## src/rtl/pio_wmem_rd_arb.sv

```systemverilog
// Round-robin read arbiter for the app port of the PIO wide BRAM; tags each read and steers ack/data back to its issuer.
// Grant one cycle after request, response LAT+1 cycles after grant; no buffering, idles after MAX_BURST issues while a PIO read waits.
module pio_wmem_rd_arb #(
   parameter int NREQ        = 4,
   parameter int WIDTH       = 50,
   parameter int DEPTH_NBITS = 10,
   parameter int LAT         = 3,
   parameter int MAX_BURST   = 8
) (
   input  logic                          clk,
   input  logic                          rst_n,
   input  logic [NREQ-1:0]               req_rd,
   input  logic [NREQ*DEPTH_NBITS-1:0]   req_addr,
   output logic [NREQ-1:0]               req_gnt,
   output logic [NREQ-1:0]               rsp_valid,
   output logic [WIDTH-1:0]              rsp_data,
   input  logic                          pio_rd_pend,
   output logic                          app_mem_rd,
   output logic [DEPTH_NBITS-1:0]        app_mem_raddr,
   input  logic                          app_mem_ack,
   input  logic [WIDTH-1:0]              app_mem_rdata,
   output logic                          err_unexp_ack,
   output logic                          err_lost_ack
);
   localparam int IDW = (NREQ > 1) ? $clog2(NREQ) : 1;
   localparam int BCW = $clog2(MAX_BURST + 1);
   localparam logic [NREQ-1:0] ONE = NREQ'(1);

   typedef struct packed {
      logic           vld;
      logic [IDW-1:0] id;
   } tag_t;

   logic [NREQ-1:0]        elig;
   logic                   win_vld;
   logic [IDW-1:0]         win_id;
   logic [DEPTH_NBITS-1:0] win_addr;
   logic                   hold;
   logic                   issue;
   logic [IDW-1:0]         rr;
   logic [BCW-1:0]         bc;
   logic [IDW-1:0]         gnt_id;
   tag_t                   tag_q [LAT];
   tag_t                   tail;

   function automatic logic [IDW-1:0] rot(input logic [IDW-1:0] base, input int k);
      return IDW'((int'(base) + k) % NREQ);
   endfunction

   // A requester whose grant is showing this cycle sits out one round.
   assign elig  = req_rd & ~req_gnt;
   assign hold  = (bc == BCW'(MAX_BURST));
   assign issue = win_vld && !hold;
   assign tail  = tag_q[LAT-1];

   always_comb begin
      win_vld  = 1'b0;
      win_id   = '0;
      win_addr = '0;
      for (int k = 0; k < NREQ; k++) begin
         if (!win_vld && elig[rot(rr, k)]) begin
            win_vld  = 1'b1;
            win_id   = rot(rr, k);
            win_addr = req_addr[rot(rr, k)*DEPTH_NBITS +: DEPTH_NBITS];
         end
      end
   end

   always_ff @(posedge clk) begin
      if (!rst_n) begin
         app_mem_rd    <= 1'b0;
         app_mem_raddr <= '0;
         req_gnt       <= '0;
         gnt_id        <= '0;
         rr            <= '0;
         bc            <= '0;
      end else begin
         app_mem_rd <= issue;
         req_gnt    <= issue ? (ONE << win_id) : '0;
         if (issue) begin
            app_mem_raddr <= win_addr;
            gnt_id        <= win_id;
            rr            <= (win_id == IDW'(NREQ-1)) ? '0 : win_id + 1'b1;
         end
         bc <= (issue && pio_rd_pend) ? bc + 1'b1 : '0;
      end
   end

   // Tail of this shift register lines up with the memory's ack for the same read.
   always_ff @(posedge clk) begin
      if (!rst_n) begin
         for (int s = 0; s < LAT; s++) tag_q[s] <= '0;
         rsp_valid     <= '0;
         rsp_data      <= '0;
         err_unexp_ack <= 1'b0;
         err_lost_ack  <= 1'b0;
      end else begin
         tag_q[0] <= {app_mem_rd, gnt_id};
         for (int s = 1; s < LAT; s++) tag_q[s] <= tag_q[s-1];
         rsp_valid <= (app_mem_ack && tail.vld) ? (ONE << tail.id) : '0;
         if (app_mem_ack) rsp_data <= app_mem_rdata;
         if (app_mem_ack && !tail.vld) err_unexp_ack <= 1'b1;
         if (tail.vld && !app_mem_ack) err_lost_ack <= 1'b1;
      end
   end
endmodule

```

## config.mk

```make
export PLATFORM = sky130hd
export DESIGN_NAME = pio_wmem_rd_arb
export DESIGN_NICKNAME = d
export VERILOG_FILES = /design/src/rtl/pio_wmem_rd_arb.sv
export SDC_FILE = /design/constraint.sdc
export NUM_CORES = 1
export LEC_CHECK = 0
export ABC_CLOCK_PERIOD_IN_PS = 1600
export BUFFER_PORTS_ARGS = -buffer_cell sky130_fd_sc_hd__buf_2
export CAP_MARGIN = 40
export CORE_MARGIN = 5
export CORE_UTILIZATION = 45
export DETAILED_ROUTE_END_ITERATION = 7
export MAX_ROUTING_LAYER = met4
export PLACE_DENSITY_LB_ADDON = 0.05
export SYNTH_ARGS = -nofsm -noshare
export SYNTH_HDL_FRONTEND = slang
export SYNTH_SLANG_ARGS = --single-unit
```

## constraint.sdc

```tcl
create_clock -name clk -period 1.6 [get_ports clk]
set_input_delay 0.08 -clock clk [delete_from_list [all_inputs] [get_ports clk]]
set_output_delay 0.08 -clock clk [all_outputs]
set_load 0.05 [all_outputs]
```

Word-level counts from Yosys, hierarchy flattened

Memories as Yosys holds them, arrays and structs flattened.
Index checks and enable logic that the tools add are counted.

Bits in registers: 79
Latch bits: 0
Memory bits (writable): 9
Memory bits (read-only): 0
Bits of input ports: 98
Output and inout bits: 71
Logic and storage cells: 80
Memories: 1

Add/subtract/negate cells: 5
Multiply operators: 4
Divide/modulo/power cells: 0
$lt $le $gt $ge: 4
Eq/ne operators: 2
Shift operators: 6
Mux-type cells: 26
Bitwise gates (word level): 5
Reduce and logical (&&, ||, !) cells: 17

Memory list:

| memory | depth | width | rd ports | clocked after memory_dff | wr ports | line | RTL |
|---|---|---|---|---|---|---|---|
| tag_q  | 3     | 3     | 3        | 0                        | 3        | 43   | `tag_t tag_q [LAT];` |

Operators with widths:

| kind                | count |
|---|---|
| $shiftx 40x7->10    | 4 |
| $mux 10             | 4 |
| $mul 2x3->5 const B | 4 |
| $lt 2x3->1 const B  | 4 |
| $mux 1              | 10 |
| $mux 2              | 5 |
| $mux 3              | 3 |
| $bmux 1 s2          | 4 |
| $logic_and 1x1->1   | 8 |
| $shl 1x2->4 const A | 2 |
| $logic_not 1->1     | 6 |
| $reduce_and 2->1    | 3 |
| $add 2x1->2 const B | 2 |
| $add 2x2->2 const B | 2 |
| $add 4x1->4 const B | 1 |
| $and 4x4->4         | 1 |
| $eq 4x4->1 const B  | 1 |
| $not 4->4           | 1 |
| $or 1x1->1          | 3 |
| $eq 2x2->1 const B  | 1 |

Logic depth before layout (Yosys ltp)

Word-level depth: 17
Depth in mapped cells: 7
Depth with buffers taken out: 6

Worst setup path before layout

No wires, ideal clock.

Kind: register to register
Start: register req_gnt[2]
End: register app_mem_raddr[2]
Setup time: 0.125 ns
Arrival time: 1.881 ns
Data required time: 1.475 ns
Setup slack: -0.406 ns
Stages on the path, launching flop included: 8
Path buffers: 2
Clock period less this slack: 2.006 ns
Cells stage by stage: dfxtp_1 nand2b_4 buf_6 nor2_1 mux4_2 buf_2 a22oi_1 a31oi_1

Cells in the longest elaborated chain, start to end: 15
Elaborated cells between the ends (all ways): 25
Those cells by class: mux (16); bitwise (2); reduce/logical (7)

RTL lines:

| what                         | line | RTL |
|---|---|---|
| start, declared              | 14   | `output logic [NREQ-1:0] req_gnt,` |
| start signal, assigned       | 79   | `req_gnt <= issue ? (ONE << win_id) : '0;` |
| $not 4->4 (*)                | 51   | `assign elig = req_rd & ~req_gnt;` |
| $and 4x4->4 (*)              | 51   |  |
| $bmux 1 s2                   | 61   | `if (!win_vld && elig[rot(rr, k)]) begin` |
| $mux 1 (not written as such) | 61   |  |
| $mux 1                       | 61   |  |
| $logic_not 1->1              | 61   |  |
| $logic_and 1x1->1            | 61   |  |
| $mux 1                       | 61   |  |
| $logic_not 1->1              | 61   |  |
| $logic_and 1x1->1            | 61   |  |
| $mux 1                       | 61   |  |
| $logic_not 1->1              | 61   |  |
| $logic_and 1x1->1            | 61   |  |
| $mux 1                       | 61   |  |
| $logic_and 1x1->1            | 53   | `assign issue = win_vld && !hold;` |
| end signal, assigned         | 81   | `app_mem_raddr <= win_addr;` |
| end, declared                | 19   | `output logic [DEPTH_NBITS-1:0] app_mem_raddr,` |

Every way passes the cells marked *; elsewhere a longest branch is shown, timed or not. The select of a mux whose other input is x is not followed.
A chain may end at the register's enable or synchronous reset.

Worst setup path in the final report

Start: register req_gnt[2]
End: register app_mem_raddr[0]

The elaborated chain is that of the path after synthesis.

==> reports/metrics.cfg <==
[die]
io_pins=169
std_cell_rows=37
die_y_um=113
chipWidth_um=113
core-area_um2=10300
start_util=0.462
dieArea_um2=12700

[cells_and_area]
finalNetCount=854
multi_input_area_um2=3070
fin_cells=895
fill_cells=769
final_util=0.710
drive_above_1_share=0.477
diodes=0
seq_area_um2=1780
syn2layout_area_growth_pct=53.9

[yosys]
synth_nets=580
ys_seq_area_frac=0.370
synth_cell_types=56
synthArstFlopShare=0
synth-edff-count=0
synth_warnings=0
synth_common_cells=dfxtp_1, nor2b_1, mux2i_1
netlist_instances=480
ys_ff_latch=88
ys_top_cells_by_area=dfxtp_1, mux2i_1, mux4_2
syn-cell-area_um2=4760
avgSynthCellArea_um2=9.93
synthDominantCellAreaShare=0.370
synth_ff_type=dfxtp_1
synth_most_common_cell=dfxtp_1
synth_top_cell_by_area=dfxtp_1

[route]
vias_per_cell=5.41
drc=0
detail-route-antenna-nets=0
totalWireLength_um=16100
wl_per_cell_um=17.9
dr.first_iter.drc_count=336
vias=4846
drt_pass1_iterations=5

[placement]
place_inst=814
pre_cts_ws_ns=-0.216
gp_congestion=0.864
hpwl_um=10700
io_buffers=168

[critical_path]
crit_path_start_kind=flip-flop
cp.buffers_inverters=2
cp_data_arrival_time_ns=1.94
required_ns=1.83
end_kind=flip-flop
path_delay_family=compound AO/OA/AOI/OAI gates
r2r_start=req_gnt[2]$_SDFF_PN0_
ff2ff_setup_slack_ns=-0.11
r2r_cells=7
slowest_stage=dfxtp_4
path_class=flip-flop to flip-flop
max_stage_delay_ns=0.38
path_cells=and2b_2 -> buf_4 -> nand4_2 -> buf_12 -> a21oi_1 -> o32ai_1 -> a41oi_1
timing.rr.end=app_mem_raddr[0]$_SDFFE_PN0P_
crit_fanout=19

[global_route]
antenna_found_initial=0
grt_pass1_wl_um=25100
track_usage=0.249
grt_pass1_vias=4881
gr-total-overflow=0
grt_max_degree=29

[clock_network]
cts.clk_slew.worst_paths_ns=0.10
cts-buffers-inserted=9
clk_latency_ns=0.37
cts_tree=yes
cts_root_buf=clkbuf_8
cts_max_level=3
cts.sinks=88
cts_max_path_buffers=2

[timing]
worst_pin_slew_ns=0.314
setup_violations=16
rsz0062_at_grt=true
finalHoldViolations=0
final.min_clock_period_ns=1.71
setup_ws_ns=-0.113
clock_skew_ns=0.0114
relSlewSlack=0.785
hold-worst-slack_ns=0.0255
timing.final.max_slew_violations=0
fin_crit_sh=1.07
fmax_mhz=584

[outcome]
violations=setup timing
status=complete, but fails checks

[run]
max-cap-violations=0

[hold_path]
whs_endpoint=app_mem_raddr[6]$_SDFFE_PN0P_
hold_depth=3
hold_class=input pin to flip-flop
hp-start=req_addr[6]

[power_and_ir_drop]
powerDensity_nw_per_um2=1320
peakVddDrop_mv=0.869
leakagePower_nw=3.26

report_power, final:
| part | switching [mW] | leakage (nW) | internal (mW) |
|---|---|---|---|
| combinational | 2.94 | 2.43 | 2.38 |
| sequential | 0.200 | 0.729 | 2.51 |
| clock | 0.896 | 0.105 | 0.756 |
what timing repair did:
action,4_1_cts,5_1_grt
buffers inserted,10,3
endpoints found under the hold margin,50,0
pin swaps,10,13
endpoints found under the setup margin,18,19
gates cloned,3,1
hold buffers,50,0
gates resized for setup,29,34
per-layer routing:
metal	GRT usage	up-vias	share of wire
met5	-	-	0
met4	0.0817	0	0.023
met3	0.0433	29	0.071
met2	0.423	202	0.49
met1	0.300	2303	0.41
li1	-	2312	-
cell usage in the layout, fill, tap and decap left out, types with 3 or more instances in the layout:
cell,instances
buf_2,168
dfxtp_1,82
buf_4,65
nor2b_1,57
mux2i_1,53
dlygate4sd3_1,50
nand2_1,27
mux4_2,23
a211oi_1,16
nand3_1,14
inv_1,13
nor2_1,13
a21oi_1,12
a211oi_2,12
o21ai_0,12
and2_1,11
a31o_2,10
clkbuf_8,9
buf_6,7
buf_12,7
a41oi_1,6
nand2b_4,5
o32ai_1,5
dfxtp_4,5
o32ai_2,4
o21a_1,3
a22oi_2,3
and3_1,3
nor2b_2,3
a41oi_2,3
nor2b_4,3
worst max path at each step:
stage	start	endpoint	slack, ns	cells past startpoint
2_1_floorplan	req_gnt[0]$_SDFF_PP0_	app_mem_raddr[2]$_SDFFE_PN0P_	-0.08	7
3_3_place_gp	req_gnt[0]$_SDFF_PP0_	app_mem_raddr[1]$_SDFFE_PN0P_	-0.15	4
3_5_place_dp	req_gnt[0]$_SDFF_PP0_	app_mem_raddr[1]$_SDFFE_PN0P_	-0.22	4
4_1_cts	flip-flop	app_mem_raddr[8]$_SDFFE_PN0P_	-0.09	5
5_1_grt	flip-flop	app_mem_raddr[3]$_SDFFE_PN0P_	-0.19	5
6_report	req_gnt[2]$_SDFF_PN0_	app_mem_raddr[0]$_SDFFE_PN0P_	-0.11	7
stage by stage:
step / power, mW / cell area [um^2] / setup TNS, ns
6_report: 9.69 / 7330 / -1.32
2_1_floorplan: 5.81 / 4830 / -0.462
3_3_place_gp: 7.16 / 6210 / -1.65
5_1_grt: 10.1 / 7330 / -2.23
4_1_cts: 9.49 / 7170 / -0.981
3_5_place_dp: 7.21 / 6210 / -2.01
sequential cells by signal (all words and copies together) (netlist names), named ones only:
name           flops
err_unexp_ack      1
bc                 4
app_mem_raddr     10
rsp_valid          4
gnt_id             2
tag_q              9
req_gnt            4
app_mem_rd         1
rsp_data          50
rr                 1
err_lost_ack       1
kinds of logic after synthesis:
kind of cell | count (synthesis) | synth area share
buffers and inverters | 51 | 0.0523
adders and majority gates | 4 | 0.00945
and+or+nand+nor | 158 | 0.195
AOI/OAI and AO/OA | 101 | 0.155
muxes | 75 | 0.213
DFF | 88 | 0.370
xor gates and xnor gates | 3 | 0.00552
area by class of cell:
cell class                 count  share of cell area
clock buffer                   9              0.0169
sequential                    88               0.243
inverter                      14             0.00717
timing repair buffer         297               0.279
multi-input combinational    344               0.419
clock inverter                 7              0.0114
tap                          136              0.0232
worst min-delay path, delay by kind of cell:
family          cells  cell delay [ns]
buf+inv             1             0.11
compound gates      1             0.11
simple gates        1             0.05
Power figures use the tool's default switching activity.
